File: src/rtl/pred_upd_queue_if.sv
// Bundle between execute, the predictor-update queue and the branch predictor.
// The slave modport is the queue's view of the bundle; the master modport is the environment's view.
interface pred_upd_queue_if #(
  parameter int unsigned DEPTH = 8
);
  localparam int unsigned CntW = $clog2(DEPTH) + 1;

  logic            in_valid;
  logic            in_ready;
  logic [31:0]     in_pc;
  logic [2:0]      in_type;
  logic            in_taken;
  logic [31:0]     in_target;
  logic            in_mispred;
  logic            upd_valid;
  logic            upd_ready;
  logic [31:0]     upd_pc;
  logic            upd_taken;
  logic            mis_valid;
  logic [31:0]     mis_pc;
  logic [31:0]     mis_target;
  logic [1:0]      mis_type;
  logic [CntW-1:0] count;
  logic [31:0]     mis_cnt;

  modport master (
    output in_valid, in_pc, in_type, in_taken, in_target, in_mispred, upd_ready,
    input  in_ready, upd_valid, upd_pc, upd_taken, mis_valid, mis_pc, mis_target, mis_type,
           count, mis_cnt
  );

  modport slave (
    input  in_valid, in_pc, in_type, in_taken, in_target, in_mispred, upd_ready,
    output in_ready, upd_valid, upd_pc, upd_taken, mis_valid, mis_pc, mis_target, mis_type,
           count, mis_cnt
  );
endinterface

File: src/rtl/pred_upd_queue.sv
// Queues resolved conditional branches for predictor direction updates and reports mispredicts.
// Optional macro PRED_UPDQ_BYPASS_EN: an empty queue forwards an incoming conditional record same-cycle.
module pred_upd_queue #(
  parameter int unsigned DEPTH = 8
) (
  input logic             clk,
  input logic             reset,
  pred_upd_queue_if.slave q
);
  localparam int unsigned PtrW     = $clog2(DEPTH);
  localparam int unsigned CntW     = PtrW + 1;
  localparam logic [2:0]  TypeCond = 3'b101;

  logic [PtrW-1:0] wr_ptr_q, wr_ptr_d, rd_ptr_q, rd_ptr_d;
  logic [CntW-1:0] count_q, count_d;
  logic [31:0]     mem_pc_q [DEPTH];
  logic [31:0]     mem_pc_d [DEPTH];
  logic            mem_taken_q [DEPTH];
  logic            mem_taken_d [DEPTH];
  logic            mis_valid_q, mis_valid_d;
  logic [31:0]     mis_pc_q, mis_pc_d;
  logic [31:0]     mis_target_q, mis_target_d;
  logic [1:0]      mis_type_q, mis_type_d;
  logic [31:0]     mis_cnt_q, mis_cnt_d;

  logic not_full, not_empty, accept, cond_acc, mis_acc, enq, deq;
`ifdef PRED_UPDQ_BYPASS_EN
  logic bypass;
`endif

  assign not_full   = (count_q != CntW'(DEPTH));
  assign not_empty  = (count_q != '0);
  assign accept     = q.in_valid && not_full;
  assign cond_acc   = accept && (q.in_type == TypeCond);
  assign mis_acc    = accept && q.in_mispred;
  assign deq        = not_empty && q.upd_ready;

  assign q.in_ready   = not_full;
  assign q.count      = count_q;
  assign q.mis_valid  = mis_valid_q;
  assign q.mis_pc     = mis_pc_q;
  assign q.mis_target = mis_target_q;
  assign q.mis_type   = mis_type_q;
  assign q.mis_cnt    = mis_cnt_q;

`ifdef PRED_UPDQ_BYPASS_EN
  // A consumed bypass record never touches storage; an unconsumed one is enqueued as usual.
  assign bypass      = cond_acc && !not_empty;
  assign q.upd_valid = not_empty || bypass;
  assign q.upd_pc    = bypass ? q.in_pc : mem_pc_q[rd_ptr_q];
  assign q.upd_taken = bypass ? q.in_taken : mem_taken_q[rd_ptr_q];
  assign enq         = cond_acc && !(bypass && q.upd_ready);
`else
  assign q.upd_valid = not_empty;
  assign q.upd_pc    = mem_pc_q[rd_ptr_q];
  assign q.upd_taken = mem_taken_q[rd_ptr_q];
  assign enq         = cond_acc;
`endif

  always_comb begin
    mem_pc_d    = mem_pc_q;
    mem_taken_d = mem_taken_q;
    wr_ptr_d    = wr_ptr_q;
    rd_ptr_d    = rd_ptr_q;
    if (enq) begin
      mem_pc_d[wr_ptr_q]    = q.in_pc;
      mem_taken_d[wr_ptr_q] = q.in_taken;
      wr_ptr_d              = wr_ptr_q + PtrW'(1);
    end
    if (deq) begin
      rd_ptr_d = rd_ptr_q + PtrW'(1);
    end
    count_d = count_q + CntW'(enq) - CntW'(deq);
  end

  always_comb begin
    mis_valid_d  = mis_acc;
    mis_pc_d     = mis_pc_q;
    mis_target_d = mis_target_q;
    mis_type_d   = mis_type_q;
    mis_cnt_d    = mis_cnt_q;
    if (mis_acc) begin
      mis_pc_d     = q.in_pc;
      mis_target_d = q.in_target;
      mis_type_d   = q.in_type[1:0];
      if (mis_cnt_q != '1) begin
        mis_cnt_d = mis_cnt_q + 32'd1;
      end
    end
  end

  always_ff @(posedge clk) begin
    if (reset) begin
      wr_ptr_q     <= '0;
      rd_ptr_q     <= '0;
      count_q      <= '0;
      mis_valid_q  <= 1'b0;
      mis_pc_q     <= '0;
      mis_target_q <= '0;
      mis_type_q   <= '0;
      mis_cnt_q    <= '0;
    end else begin
      wr_ptr_q     <= wr_ptr_d;
      rd_ptr_q     <= rd_ptr_d;
      count_q      <= count_d;
      mis_valid_q  <= mis_valid_d;
      mis_pc_q     <= mis_pc_d;
      mis_target_q <= mis_target_d;
      mis_type_q   <= mis_type_d;
      mis_cnt_q    <= mis_cnt_d;
    end
  end

  // Storage is left uncleared by reset; the reset pointers make stale entries invisible.
  always_ff @(posedge clk) begin
    mem_pc_q    <= mem_pc_d;
    mem_taken_q <= mem_taken_d;
  end
endmodule
File: src/flat_wrapper.sv
// flat-port wrapper written by rule: the top's interface ports become plain ports
module pred_upd_queue_flat 
#(
  parameter int unsigned DEPTH = 8
)
  (clk, reset, q_in_valid, q_in_pc, q_in_type, q_in_taken, q_in_target, q_in_mispred, q_upd_ready, q_in_ready, q_upd_valid, q_upd_pc, q_upd_taken, q_mis_valid, q_mis_pc, q_mis_target, q_mis_type, q_count, q_mis_cnt);
  pred_upd_queue_if #(.DEPTH(DEPTH)) q_i ();
  input logic clk;
  input logic reset;
  input wire logic [$bits(q_i.in_valid)-1:0] q_in_valid;
  input wire logic [$bits(q_i.in_pc)-1:0] q_in_pc;
  input wire logic [$bits(q_i.in_type)-1:0] q_in_type;
  input wire logic [$bits(q_i.in_taken)-1:0] q_in_taken;
  input wire logic [$bits(q_i.in_target)-1:0] q_in_target;
  input wire logic [$bits(q_i.in_mispred)-1:0] q_in_mispred;
  input wire logic [$bits(q_i.upd_ready)-1:0] q_upd_ready;
  output wire logic [$bits(q_i.in_ready)-1:0] q_in_ready;
  output wire logic [$bits(q_i.upd_valid)-1:0] q_upd_valid;
  output wire logic [$bits(q_i.upd_pc)-1:0] q_upd_pc;
  output wire logic [$bits(q_i.upd_taken)-1:0] q_upd_taken;
  output wire logic [$bits(q_i.mis_valid)-1:0] q_mis_valid;
  output wire logic [$bits(q_i.mis_pc)-1:0] q_mis_pc;
  output wire logic [$bits(q_i.mis_target)-1:0] q_mis_target;
  output wire logic [$bits(q_i.mis_type)-1:0] q_mis_type;
  output wire logic [$bits(q_i.count)-1:0] q_count;
  output wire logic [$bits(q_i.mis_cnt)-1:0] q_mis_cnt;
  assign q_i.in_valid = q_in_valid;
  assign q_i.in_pc = q_in_pc;
  assign q_i.in_type = q_in_type;
  assign q_i.in_taken = q_in_taken;
  assign q_i.in_target = q_in_target;
  assign q_i.in_mispred = q_in_mispred;
  assign q_i.upd_ready = q_upd_ready;
  assign q_in_ready = q_i.in_ready;
  assign q_upd_valid = q_i.upd_valid;
  assign q_upd_pc = q_i.upd_pc;
  assign q_upd_taken = q_i.upd_taken;
  assign q_mis_valid = q_i.mis_valid;
  assign q_mis_pc = q_i.mis_pc;
  assign q_mis_target = q_i.mis_target;
  assign q_mis_type = q_i.mis_type;
  assign q_count = q_i.count;
  assign q_mis_cnt = q_i.mis_cnt;
  pred_upd_queue #(.DEPTH(DEPTH)) u_core (.clk(clk), .reset(reset), .q(q_i));
endmodule
File: config.mk
export PLATFORM = sky130hd
export DESIGN_NAME = pred_upd_queue_flat
export DESIGN_NICKNAME = d
export VERILOG_FILES = /design/src/rtl/pred_upd_queue_if.sv /design/src/rtl/pred_upd_queue.sv /design/src/flat_wrapper.sv
export SDC_FILE = /design/constraint.sdc
export NUM_CORES = 1
export LEC_CHECK = 0
export ABC_AREA = 1
export CORE_MARGIN = 8
export CORE_UTILIZATION = 25
export DETAILED_ROUTE_END_ITERATION = 10
export DONT_BUFFER_PORTS = 1
export HOLD_SLACK_MARGIN = 0.02
export PLACE_DENSITY = 0.36
export SKIP_CTS_REPAIR_TIMING = 1
export SYNTH_ARGS = -nofsm -noshare
export SYNTH_HDL_FRONTEND = slang
export SYNTH_SLANG_ARGS = --single-unit
File: constraint.sdc
create_clock -name clk -period 9.3 [get_ports clk]
set_input_delay 1.395 -clock clk [delete_from_list [all_inputs] [get_ports clk]]
set_output_delay 1.395 -clock clk [all_outputs]
set_load 0.03 [all_outputs]
==> flow_summary_export.csv, run 1 <==
group,metric,value,unit
run_status,status,"completed",
yosys,synth_most_common_cell,"nand2_1",
yosys,syn_area,15000,um2
floorplanning,die-width,261,um
placement,io_buffers,0,
cells_and_area,finalInstanceArea,17200,um2
cells_and_area,fin_util,28.8,%
yosys,synth_cells,1434,
floorplanning,start_util,25.1,%
pwr,peakVddDrop,0.000123,V
timing,hold_viol_final,0,
timing,fin_ws,4.57,ns
floorplanning,rows,90,
placement,preCtsSetupSlack,5.03,ns
critical_path,cpMostUsedCell,"nand2_1",
detailed_routing,drc_errors,0,
timing,timing.hold.ws,0.505,ns
detailed_routing,vias,10100,
timing,drv_slew,0,
placement,hpwl,24700,um
timing,rsz0062_at_grt,"no",
grt,grt_antenna_before_repair,0,
critical_path,r2r_setup_slack,5.84,ns
yosys,ys_top_cells_by_count,"nand2_1, nor2_1, edfxtp_1",
floorplanning,core-area,59900,um2
critical_path,path_cells,"inv_4 > buf_4 > nor2_1 > o32ai_1 > nand2_1 > nand2_1",
critical_path,r2r_cells,7,
timing,period_share,50.9,%
floorplanning,die_area,68300,um2
critical_path,endpoint_kind,"output pin",
clocking,cts_max_level,2,
yosys,synthFlopType,"edfxtp_1",
detailed_routing,dr.pass1.iters,4,
cells_and_area,n_fill_cell,6225,
timing,fin_setup_tns,0,ns
critical_path,cp_slowest_cell,"buf_4",
placement,routabilityCongestion,0.735,
critical_path,critPathLaunchType,"flop",
timing,fin_skew,0.0163,ns
critical_path,required,7.91,ns
timing,worst_pin_slew,1.02,ns
placement,placed_cell_area,15800,um2
clocking,worstSkewPairLatency,0.58,ns
detailed_routing,wire_per_inst,19.5,um
critical_path,critPathArrivalTime,3.34,ns
yosys,seq_area_frac_synth,67.2,%
clocking,clkTransAtPathRegs,0.06,ns
critical_path,r2r-start,"u_core.q.count[2]$_SDFF_PP0_",
detailed_routing,drt-initial-drc-count,468,
critical_path,crit_start,"u_core.rd_ptr_q[0]$_SDFFE_PP0P_",
cells_and_area,drive_gt1_share,7.93,%
yosys,yosys_warnings,0,
critical_path,critPathMaxFanout,92,
pwr,power_density,261,nW/um2
critical_path,crit_type,"reg2out",
timing,timing.slew.headroom,32.1,%
timing,min_period,4.73,ns
grt,grt_pass1_wl,64400,um
clocking,clockRootBuffer,"clkbuf_16",
pwr,cellLeakagePower,5.73,nW
yosys,syn_nets,1517,
grt,grt_pass1_vias,9939,
critical_path,cpPeakStageDelay,0.85,ns
yosys,yosysTopAreaCell,"edfxtp_1",
detailed_routing,routed_wl,43500,um
yosys,synth_edf_count,264,
hold_path,min_path_type,"reg2reg",
timing,fmax,211,MHz
yosys,synth_top_area_share,52.7,%
clocking,cts.sinks,373,
clocking,cts_tree,"yes",
cells_and_area,nets,1498,
yosys,synthArstFlopShare,0,%
yosys,synthTopCellsByArea,"edfxtp_1, dfxtp_1, nand2_1, nor2_1, o32ai_1",
critical_path,r2r-end,"u_core.mem_pc_q[105]$_DFFE_PP_",
cells_and_area,area_growth_syn_to_layout,14.6,%
yosys,ys_types,29,
detailed_routing,antenna_left,0,
grt,grtUsageTotal,12.5,%
yosys,synth-seq-cells,373,
grt,globalRouteOverflowTotal,0,
clocking,cts_buffer_depth,3,
clocking,cts_inserted_buffers,45,
floorplanning,die_h,261,um
critical_path,crit_end,"q_upd_pc[31]",
floorplanning,io_pins,211,
detailed_routing,via_per_inst,4.52,
timing,setup_violations,0,
job,drv_cap,0,
grt,grt_max_degree,93,
yosys,synth_area_per_cell,10.5,um2
## cells in the final DEF (no fill, tap or decap), types with 5 or more instances in the layout
cell type and n:
nand2_1 326, nor2_1 285, edfxtp_1 264, dfxtp_1 106, a21oi_1 102, o21ai_0 72
o32ai_1 66, clkbuf_16 46, inv_1 39, nand3_1 36, buf_4 14, nor2_4 13
clkbuf_1 12, ha_1 9, clkinv_2 9, nand4_1 7, nand2_2 5
## power breakdown
part,internal [W],switching (W)
sequential,0.00182,0.000166
combinational,0.000201,0.000566
clock,0.00103,0.000708
## flip-flops by register name, summed over array words and instances, names as in the netlist
signal and flops:
u_core.mem_pc_q 256, u_core.q.mis_pc 32, u_core.q.mis_target 32, u_core.q.count 4, u_core.q.mis_valid 1, u_core.rd_ptr_q 3, u_core.mem_taken_q 8, u_core.q.mis_cnt 32
u_core.wr_ptr_q 3, u_core.q.mis_type 2
## worst min path at each step
stage | start | to | slack (ns) | cells after the start
floorplan | u_core.wr_ptr_q[0]$_SDFFE_PP0P_ | u_core.wr_ptr_q[0]$_SDFFE_PP0P_ | 0.47 | 2
CTS | u_core.wr_ptr_q[0]$_SDFFE_PP0P_ | u_core.wr_ptr_q[0]$_SDFFE_PP0P_ | 0.51 | 2
global placement | u_core.wr_ptr_q[0]$_SDFFE_PP0P_ | u_core.wr_ptr_q[0]$_SDFFE_PP0P_ | 0.49 | 2
global route | u_core.wr_ptr_q[0]$_SDFFE_PP0P_ | u_core.wr_ptr_q[0]$_SDFFE_PP0P_ | 0.54 | 2
finish | u_core.wr_ptr_q[0]$_SDFFE_PP0P_ | u_core.wr_ptr_q[0]$_SDFFE_PP0P_ | 0.51 | 2
detailed placement | u_core.wr_ptr_q[0]$_SDFFE_PP0P_ | u_core.wr_ptr_q[0]$_SDFFE_PP0P_ | 0.50 | 2
## worst max-delay path: cells and delay by family (launching register included)
kind,cells,cell delay [ns]
DFF,1,0.57
AOI/OAI and AO/OA,1,0.25
buffers and inverters,2,1.33
and+or+nand+nor,3,0.57
## kinds of logic (layout without fill, tap and decap cells)
kind of cell | Yosys count | after routing | share of synthesized area [%]
and+or+nand+nor | 686 | 686 | 18.3
DFF | 373 | 373 | 67.2
AOI/OAI and AO/OA | 240 | 240 | 9.63
buffers and inverters | 123 | 139 | 3.93
adders and majority gates | 10 | 10 | 0.881
xor gates and xnor gates | 2 | 2 | 0.116
other | 0 | 1 | 0
## per-stage QoR
| step | std cells | total power, W |
|---|---|---|
| global placement | 2150 | 0.00282 |
| floorplan | 1434 | 0.00263 |
| detailed placement | 2150 | 0.00282 |
| CTS | 2232 | 0.00460 |
| finish | 2233 | 0.00449 |
| global route | 2232 | 0.00474 |
## cell type report
class	count	area [um2]	area share (%)
antenna	1	2.50	0.0145
timing repair buffer	14	105	0.610
inverter	43	164	0.951
sequential	373	10100	58.7
clock inverter	20	205	1.19
multi-input combinational	938	4410	25.6
clock buffer	62	1250	7.26
tap	782	978	5.68
## metal layers
metal  vias to the layer above  GRT usage (%)  wire length, um
met5                         -              0                0
met4                         0           2.90              711
met3                        53           4.73             3490
met2                       234           20.2            20000
met1                      4885           15.7            19300
li1                       4921              -                -
Power figures use the tool's default switching activity.
==> inputs of run 2 (changes only) <==
--- a/config.mk
+++ b/config.mk
@@ -11,7 +11,7 @@
 export DETAILED_ROUTE_END_ITERATION = 10
 export DONT_BUFFER_PORTS = 1
 export HOLD_SLACK_MARGIN = 0.02
-export PLACE_DENSITY = 0.36
+export PLACE_DENSITY = 0.38
 export SKIP_CTS_REPAIR_TIMING = 1
 export SYNTH_ARGS = -nofsm -noshare
 export SYNTH_HDL_FRONTEND = slang
==> constraint.sdc (replaced) <==
create_clock -name clk -period 3.9 [get_ports clk]
set_input_delay 0.585 -clock clk [delete_from_list [all_inputs] [get_ports clk]]
set_output_delay 0.585 -clock clk [all_outputs]
set_load 0.03 [all_outputs]
==> flow_summary_export.csv, run 2 (synthesis gave the netlist of run 1 again) <==
group,metric,value,unit
cells_and_area,layout_common_cells,"nand2_1, nor2_1, edfxtp_1",
detailed_routing,drt-initial-drc-count,664,
critical_path,path_buf_inv,2,
cells_and_area,fin_cells,2243,
critical_path,crit_type,"reg2out",
timing,rsz0062_at_grt,"no",
timing,fin_ws,0.581,ns
clocking,clockRootBuffer,"clkbuf_16",
placement,hpwl,27000,um
critical_path,critPathMaxFanout,37,
clocking,cts.sinks,373,
pwr,power_density,620,nW/um2
floorplanning,io_pins,211,
timing,worst_pin_slew,0.821,ns
critical_path,cp_slowest_cell,"dfxtp_4",
detailed_routing,via_per_inst,4.53,
critical_path,critPathArrivalTime,2.73,ns
run_status,status,"completed",
clocking,cts_inserted_buffers,45,
floorplanning,core-area,59900,um2
placement,io_buffers,0,
cells_and_area,drive_gt1_share,8.56,%
job,drv_cap,0,
critical_path,path_cells,"inv_4 > buf_4 > nor2_1 > o32ai_1 > nand2_1 > nand2_1",
pwr,combPwrFrac,18.5,%
pwr,p_int,0.00733,W
placement,placed_cell_area,16000,um2
placement,preCtsSetupSlack,0.686,ns
floorplanning,start_util,25.1,%
clocking,cts_buffer_depth,3,
grt,grt_max_degree,75,
floorplanning,die_area,68300,um2
detailed_routing,antenna_left,0,
cells_and_area,finalInstanceArea,17400,um2
timing,fmax,301,MHz
floorplanning,die-width,261,um
pwr,switchingPower,0.00345,W
grt,globalRouteOverflowTotal,0,
hold_path,min_path_type,"in2reg",
cells_and_area,largest_reg_flops,256,
floorplanning,rows,90,
clocking,cts_max_level,2,
detailed_routing,wire_per_inst,19.3,um
timing,period_share,85.1,%
grt,grtUsageTotal,12.5,%
detailed_routing,drc_errors,0,
cells_and_area,mostFrequentLayoutCell,"nand2_1",
pwr,p_sw_share,32.0,%
pwr,power_frac_clock,38.1,%
floorplanning,die_h,261,um
timing,setup_violations,0,
timing,hold_viol_final,0,
critical_path,required,3.31,ns
timing,fin_setup_tns,0,ns
pwr,seqPwrFrac,43.4,%
cells_and_area,area_growth_syn_to_layout,15.6,%
critical_path,critPathTopFamily,"buffers and inverters",
placement,routabilityCongestion,0.705,
cells_and_area,regMostFlops,"u_core.mem_pc_q",
pwr,cellLeakagePower,5.84,nW
clocking,clkTransAtPathRegs,0.06,ns
timing,drv_slew,0,
clocking,cts_tree,"yes",
pwr,peakVddDrop,0.000288,V
cells_and_area,antennaDiodeCount,0,
critical_path,critPathLaunchType,"flop",
detailed_routing,vias,10200,
critical_path,cpMostUsedCell,"nand2_1",
grt,grt_pass1_wl,65300,um
cells_and_area,fin_util,29.0,%
timing,min_period,3.32,ns
timing,fin_skew,0.00978,ns
detailed_routing,routed_wl,43200,um
detailed_routing,dr.pass1.iters,7,
grt,grt_antenna_before_repair,0,
grt,grt_pass1_vias,10300,
placement,dp.cells,2163,
cells_and_area,nets,1511,
timing,timing.slew.headroom,45.2,%
critical_path,endpoint_kind,"output pin",
clocking,worstSkewPairLatency,0.56,ns
critical_path,cpPeakStageDelay,0.47,ns
-- run 2: changes by cell type in the layout (fill, tap and decap cells not counted), moves of 3 or more --
cell,before,now
buf_12,0,5
clkbuf_4,0,3
clkbuf_1,12,7
clkinv_2,9,4
clkinv_1,3,9
buf_4,14,22
-- run 2: through the flow --
stage	total power, W	hold slack, ns
2_1_floorplan	0.00627	0.471
3_5_place_dp	0.00683	0.500
4_1_cts	0.0110	0.0384
5_1_grt	0.0114	0.0455
6_report	0.0108	0.0854
3_3_place_gp	0.00683	0.499
-- run 2: power by group through the flow --
stage               Clock [W]  Combinational (W)  Sequential [W]
floorplan                   0            0.00162         0.00464
global placement            0            0.00206         0.00477
detailed placement          0            0.00206         0.00477
CTS                   0.00428            0.00207         0.00469
global route          0.00442            0.00225         0.00471
finish                0.00411            0.00200         0.00468
-- run 2: layer usage --
layer	GRT usage [%]	vias to the layer above	share of wire [%]
met3	4.38	48	7.6
met1	16.3	4930	46
met4	2.98	0	1.7
met2	19.6	245	45
met5	0	-	0
li1	-	4936	-
-- run 2: area by class of cell --
class / instances / area, um2
fill: 6267 / 42500
sequential: 373 / 10100
multi-input combinational: 938 / 4430
clock buffer: 63 / 1310
tap: 782 / 978
timing repair buffer: 27 / 265
inverter: 43 / 164
clock inverter: 17 / 135
-- run 2: worst paths after layout --
kind	slack, ns	cells after the start	endpoint	startpoint
max	0.58	6	q_upd_pc[17]	u_core.rd_ptr_q[0]$_SDFFE_PP0P_
min	0.09	1	u_core.q.mis_target[7]$_SDFFE_PP0P_	reset
max reg2reg	0.77	8	u_core.mem_pc_q[225]$_DFFE_PP_	u_core.q.count[2]$_SDFF_PP0_
min reg2reg	0.50	2	u_core.wr_ptr_q[0]$_SDFFE_PP0P_	u_core.wr_ptr_q[0]$_SDFFE_PP0P_
